**config.mk**
```make
export PLATFORM = sky130hd
export DESIGN_NAME = downsample_ctrl
export DESIGN_NICKNAME = d
export VERILOG_FILES = /design/src/rtl/downsample_pkg.sv /design/src/rtl/downsample_ctrl_phase_counter.sv /design/src/rtl/downsample_ctrl.sv
export SDC_FILE = /design/constraint.sdc
export NUM_CORES = 1
export LEC_CHECK = 0
export CORE_MARGIN = 4
export CORE_UTILIZATION = 48
export DETAILED_ROUTE_END_ITERATION = 6
export GPL_TIMING_DRIVEN = 0
export PLACE_DENSITY = 0.91
export RECOVER_POWER = 50
export REMOVE_ABC_BUFFERS = 1
export SLEW_MARGIN = 25
export SYNTH_ARGS = -nofsm -noshare
export SYNTH_HDL_FRONTEND = slang
export SYNTH_SLANG_ARGS = --single-unit
```
**constraint.sdc**
```tcl
create_clock -name clk -period 3.1 [get_ports clk]
set_input_delay 0.31 -clock clk [delete_from_list [all_inputs] [get_ports clk]]
set_output_delay 0.31 -clock clk [all_outputs]
set_load 0.05 [all_outputs]
```
**src/rtl/downsample_pkg.sv**
```systemverilog
// Shared definitions for the downsampling sequencing controller:
// FSM state encoding and the post-reset decimation rate.
package downsample_pkg;

  typedef enum logic [1:0] {
    ST_IDLE  = 2'd0,
    ST_RUN   = 2'd1,
    ST_DRAIN = 2'd2
  } state_t;

  localparam int RATE_DEFAULT = 1;

endpackage

```
**src/rtl/downsample_ctrl_phase_counter.sv**
```systemverilog
// Modulo-rate up counter: advances on en, wraps at rate-1, clr forces zero.
// A rate of 1 keeps the count pinned at zero.
module phase_counter #(
  parameter int RATE_WIDTH = 8
) (
  input  logic                  clk,
  input  logic                  resetn,
  input  logic                  en,
  input  logic                  clr,
  input  logic [RATE_WIDTH-1:0] rate,
  output logic [RATE_WIDTH-1:0] count
);

  always_ff @(posedge clk or negedge resetn) begin
    if (!resetn) begin
      count <= '0;
    end else if (clr) begin
      count <= '0;
    end else if (en) begin
      if (count == rate - 1'b1) count <= '0;
      else                      count <= count + 1'b1;
    end
  end

endmodule

```
**src/rtl/downsample_ctrl.sv**
```systemverilog
// Keeps one input sample in every rate_q, presenting kept samples through a
// one-entry output register, with run/stop/drain sequencing and an emit counter.
module downsample_ctrl
  import downsample_pkg::*;
#(
  parameter int DATA_WIDTH = 8,
  parameter int RATE_WIDTH = 8,
  parameter int CNT_WIDTH  = 16
) (
  input  logic                  clk,
  input  logic                  resetn,
  input  logic [RATE_WIDTH-1:0] cfg_rate,
  input  logic                  cfg_load,
  input  logic                  start,
  input  logic                  stop,
  input  logic                  in_valid,
  output logic                  in_ready,
  input  logic [DATA_WIDTH-1:0] in_data,
  output logic                  out_valid,
  input  logic                  out_ready,
  output logic [DATA_WIDTH-1:0] out_data,
  output logic                  busy,
  output logic [RATE_WIDTH-1:0] phase,
  output logic [CNT_WIDTH-1:0]  kept_count,
  output logic                  cfg_err
);

  // Handshakes: a transfer happens on a rising edge where valid && ready.
  // Producers hold valid/data until accepted; in_ready is combinational.
  state_t                state;
  logic [RATE_WIDTH-1:0] rate_q;
  logic                  accept;
  logic                  keep;
  logic                  consume;
  logic                  stop_to_idle;
  logic                  drain_done;
  logic                  phase_clr;

  // A kept sample may only land if the output register is free or emptying.
  assign in_ready = (state == ST_RUN) && !stop &&
                    ((phase != '0) || !out_valid || out_ready);
  assign accept   = in_valid && in_ready;
  assign keep     = accept && (phase == '0);
  assign consume  = out_valid && out_ready;
  assign busy     = (state != ST_IDLE);

  assign stop_to_idle = (state == ST_RUN) && stop && (!out_valid || consume);
  assign drain_done   = (state == ST_DRAIN) && consume;
  assign phase_clr    = stop_to_idle || drain_done;

  phase_counter #(
    .RATE_WIDTH (RATE_WIDTH)
  ) u_phase (
    .clk    (clk),
    .resetn (resetn),
    .en     (accept),
    .clr    (phase_clr),
    .rate   (rate_q),
    .count  (phase)
  );

  always_ff @(posedge clk or negedge resetn) begin
    if (!resetn) begin
      state <= ST_IDLE;
    end else begin
      case (state)
        ST_IDLE: begin
          if (start && !stop) state <= ST_RUN;
        end
        ST_RUN: begin
          if (stop) state <= (stop_to_idle) ? ST_IDLE : ST_DRAIN;
        end
        ST_DRAIN: begin
          if (consume) state <= ST_IDLE;
        end
        default: state <= ST_IDLE;
      endcase
    end
  end

  always_ff @(posedge clk or negedge resetn) begin
    if (!resetn) begin
      rate_q  <= RATE_WIDTH'(RATE_DEFAULT);
      cfg_err <= 1'b0;
    end else begin
      cfg_err <= cfg_load && (state != ST_IDLE);
      if (cfg_load && (state == ST_IDLE))
        rate_q <= (cfg_rate == '0) ? RATE_WIDTH'(1) : cfg_rate;
    end
  end

  // Load wins over consume so back-to-back keeps stream at full rate.
  always_ff @(posedge clk or negedge resetn) begin
    if (!resetn) begin
      out_valid <= 1'b0;
      out_data  <= '0;
    end else if (keep) begin
      out_valid <= 1'b1;
      out_data  <= in_data;
    end else if (consume) begin
      out_valid <= 1'b0;
    end
  end

  always_ff @(posedge clk or negedge resetn) begin
    if (!resetn)      kept_count <= '0;
    else if (consume) kept_count <= kept_count + 1'b1;
  end

endmodule

```
=== After elaboration in Yosys (flattened, before gate mapping) ===
Cells that the tools add are included.
Widths: inputs -> output; s select.

* Input port bits: 23
* Memories kept: 0
* Bits in latches: 0
* Bits in writable memories: 0
* Flip-flop bits (word level): 44
* Memory bits (read-only): 0

* $lt $le $gt $ge: 0
* Reductions and logical operators: 25
* Eq/ne operators: 6
* Bitwise logic cells: 0
* Add/sub/neg operators: 3
* Mux-type cells: 11
* $mul: 0
* Divide/modulo/power cells: 0
* Shift-type cells: 0

{| class="wikitable"
|+ Operators by type and width
! operator !! count
|-
| $mux 8 || 4
|-
| $add 16x1->16 const B || 1
|-
| $logic_not 8->1 || 2
|-
| $logic_and 1x1->1 || 11
|-
| $add 8x1->8 const B || 1
|-
| $eq 8x8->1 || 1
|-
| $mux 2 || 4
|-
| $reduce_bool 8->1 || 1
|-
| $sub 8x1->8 const B || 1
|-
| $ne 2x2->1 const B || 3
|-
| $pmux 2 s3 || 1
|-
| $reduce_bool 2->1 || 3
|-
| $logic_or 1x1->1 || 4
|-
| $reduce_and 3->1 || 1
|-
| $eq 2x1->1 const B || 1
|-
| $eq 2x2->1 const B || 1
|-
| $logic_not 1->1 || 2
|-
| $logic_not 2->1 || 1
|-
| $mux 1 || 2
|}

=== Logic depth before layout (Yosys ltp) ===
* Depth in word-level cells: 7
* Mapped depth: 7
* Mapped depth without buffers: 7

=== Hierarchy ===
From an unflattened synthesis, not the netlist that was laid out.

* Cell total of the unflattened synthesis: 200
* Area total of the unflattened synthesis: 2257.2 um2

{| class="wikitable"
|+ By module, submodules not included
! module !! cells an instance !! sequential area each (um2) !! times used !! area an instance (um2)
|-
| downsample_ctrl || 123 || 902.1 || 1 || 1580.3
|-
| phase_counter || 77 || 200.2 || 1 || 676.9
|}

=== Worst setup path before layout ===
OpenSTA, ideal clock, no wires.

* Kind: reg-to-output
* Start point: reg u_phase.count[0]
* End point: out in_ready
* Path slack: -26 ps
* Path buffers: 0
* Cell stages (with the launch flop): 6
* Arrival: 2816 ps
* Path through: dfrtp_1 > inv_1 > ha_1 > nor4b_1 > nand3_1 > nor4bb_1

* Longest elaborated chain between the ends: 4

{| class="wikitable"
|+ RTL lines
! what !! line !! source
|-
| from (decl) || downsample_ctrl_phase_counter.sv:11 || <nowiki>output logic [RATE_WIDTH-1:0] count</nowiki>
|-
| from (signal assigned) || downsample_ctrl_phase_counter.sv:21 || <nowiki>else count <= count + 1'b1;</nowiki>
|-
| $reduce_bool 8->1 || downsample_ctrl.sv:41 || <nowiki>((phase != '0) || !out_valid || out_ready);</nowiki>
|-
| $logic_or 1x1->1 (2 in a row) || downsample_ctrl.sv:41 ||
|-
| $logic_and 1x1->1 || downsample_ctrl.sv:40 || <nowiki>assign in_ready = (state == ST_RUN) && !stop &&</nowiki>
|-
| to (decl) || downsample_ctrl.sv:17 || <nowiki>output logic in_ready,</nowiki>
|}

No other way between the ends.

=== Worst setup path after layout ===
Ends and elaborated chain as after synthesis.

==> flow_metrics.env <==
export IMPL_area_growth_pct=34.2
export IMPL_cp_start_kind="register"
export IMPL_synth_seq_area_share_pct=50.0
export IMPL_grt_pass1_vias=1681
export IMPL_overflow=0
export IMPL_antenna_diode_count=0
export IMPL_drive_above_1_share_pct=11.6
export IMPL_synth_main_ff_cell="dfrtp_1"
export IMPL_initial_core_util_pct=49.9
export IMPL_syn_inst=193
export IMPL_drc=0
export IMPL_cts_buffers=5
export IMPL_first_iter_violations=65
export IMPL_row_count=24
export IMPL_fp_dieH_um=75.8
export IMPL_setup_tns_ps=0
export IMPL_finalHoldViolCount=0
export IMPL_status="completed"
export IMPL_antenna_found_initial=0
export IMPL_setup_viol=0
export IMPL_cts_tree="built"
export IMPL_skew_ps=7.81
export IMPL_synth_edff_count=0
export IMPL_cp_required_ps=2790
export IMPL_grt_max_degree=25
export IMPL_synth_async_sr_flop_share_pct=100
export IMPL_io_buffers=58
export IMPL_fillers=323
export IMPL_grt_pass1_wl_um=7800
export IMPL_clockBufferDepth=2
export IMPL_multi_input_area_um2=1070
export IMPL_worst_pin_slew_ps=1300
export IMPL_rsz0062_at_grt="false"
export IMPL_cts_max_level=2
export IMPL_yosys_warnings=0
export IMPL_io_pins=59
export IMPL_holdCritPathClass="reg2reg"
export IMPL_seq_area_um2=1100
export IMPL_mostFrequentLayoutCell="clkdlybuf4s50_1"
export IMPL_slew_viol_final=0
export IMPL_crit_path_end_kind="output pin"
export IMPL_ir_drop_mv=0.392
export IMPL_dieArea_um2=5740
export IMPL_power_mw=1.96
export IMPL_cts_resized=0
export IMPL_synth_area_per_cell_um2=11.4
export IMPL_die_x_um=75.8
export IMPL_vias=1696
export IMPL_most_common_layout_cells="clkdlybuf4s50_1 (55), dfrtp_1 (43), xnor2_1 (20), mux2_2 (15), nand2_1 (13)"
export IMPL_grt_usage_pct=17.7
export IMPL_ys_seq_elements=44
export IMPL_cts_sinks=44
export IMPL_clkLatencyLatePin_ps=290
export IMPL_powerDensity_nw_per_um2=664
export IMPL_synth_cell_types=39
export IMPL_antenna_left=0
export IMPL_timing_fmax_mhz=351
export IMPL_slew_headroom_pct=13.5
export IMPL_hpwl_um=3510
export IMPL_max_cap_viol_count=0
export IMPL_arrival_ps=2540
export IMPL_final_nets=285
export IMPL_viasPerCell=5.45
export IMPL_p_leak_nw=1.19
export IMPL_drt_wirelength_per_cell_um=14.8
export IMPL_core_um2=4410
export IMPL_postRouteWirelength_um=4600
export IMPL_syn_area_um2=2200
export IMPL_gp_congestion=0.810
export IMPL_finalCritPeriodShare_pct=91.9
export IMPL_setup_worst_path_class="reg2out"
export IMPL_cts_root_buf="clkbuf_8"
export IMPL_drtPass1Iterations=5
export IMPL_crit_fanout=7
export IMPL_clk_pin_slew_ps=80
export IMPL_reg2reg_setup_slack_ps=590
export IMPL_min_period_ps=2850
==> what timing repair did <==
| item | CTS | global route |
|---|---|---|
| buffers inserted | 0 | 0 |
| setup endpoints to repair | 0 | 0 |
| endpoints found under the hold margin | 19 | 0 |
| hold buffers | 1 | 0 |
==> flip-flops by register name, summed over array words and instances, names as in the netlist <==
name           flops
cfg_err            1
out_valid          1
out_data           8
rate_q             8
state              2
kept_count        16
u_phase.count      8
==> final timing paths <==
path | cells past startpoint | from | to
worst min register to register | 1 | kept_count[15] | kept_count[15]
worst max register to register | 7 | rate_q[0] | u_phase.count[7]
max in group asynchronous | 3 | resetn | u_phase.count[2]
worst max-delay path | 6 | u_phase.count[0] | in_ready
min in group asynchronous | 2 | resetn | rate_q[6]
worst min-delay path | 1 | kept_count[15] | kept_count[15]
==> through the flow <==
step	hold WS, ps	setup WS (ps)	cells	instance area, µm²	utilization (%)
2_1_floorplan	14.4	-32.3	191	2200	-
3_3_place_gp	455	568	301	2840	64.4
3_5_place_dp	305	569	302	2870	64.9
4_1_cts	476	230	311	2980	67.6
5_1_grt	480	50.4	311	2960	67.0
6_report	471	252	311	2960	67.0
==> cells in the mapped netlist, types with 3 or more instances <==
master	n	area [µm²]
xor2_1	9	78.8
nand3_1	9	45.0
nand3b_1	3	22.5
o21ai_0	3	15.0
nor3b_1	6	45.0
inv_1	7	26.3
xnor2_1	20	175
and2_1	3	18.8
nor3_1	8	40.0
mux2_2	15	169
ha_1	4	50.1
dfrtp_1	43	1080
nor2_1	10	37.5
nand4_1	9	56.3
nand2_1	13	48.8
o31ai_1	3	22.5
==> worst max-delay path, stage by stage, from the launching register on <==
cell	delay [ps]
dfrtp_1	470
inv_1	90
ha_1	140
nor4b_1	500
nand3_1	160
nor4bb_1	180
clkdlybuf4s50_1	710
==> area by class of cell <==
| cell class | instances | share of cell area [%] |
|---|---|---|
| clock buffer | 6 | 2.45 |
| clock inverter | 2 | 1.18 |
| inverter | 7 | 0.888 |
| multi-input combinational | 140 | 36.1 |
| sequential | 44 | 37.3 |
| tap | 52 | 2.20 |
| timing repair buffer | 60 | 19.9 |
==> per-layer routing <==
metal / part of all wire, % / wire length, µm / track usage [%] / vias up
met5: 0 / 0 / 0 / -
met4: 1.1 / 49 / 5.24 / 0
met3: 3.6 / 166 / 4.22 / 4
met2: 51 / 2330 / 28.2 / 38
met1: 45 / 2060 / 24.1 / 832
li1: - / - / - / 822
==> power by group <==
| part | total [mW] | switching, mW | internal (mW) |
|---|---|---|---|
| Sequential | 0.778 | 0.100 | 0.678 |
| Clock | 0.426 | 0.187 | 0.239 |
| Combinational | 0.761 | 0.458 | 0.303 |
==> kinds of logic (layout without fill, tap and decap cells) <==
| kind of cell | after synthesis | count (layout) | synth area share (%) |
|---|---|---|---|
| AOI/OAI and AO/OA | 13 | 13 | 5.22 |
| buffers and inverters | 9 | 75 | 1.53 |
| and+or+nand+nor | 78 | 78 | 20.8 |
| DFF | 44 | 44 | 50.0 |
| xor gates and xnor gates | 30 | 30 | 12.5 |
| adders and majority gates | 4 | 4 | 2.27 |
| muxes | 15 | 15 | 7.66 |
(Power assumes the default switching activity.)
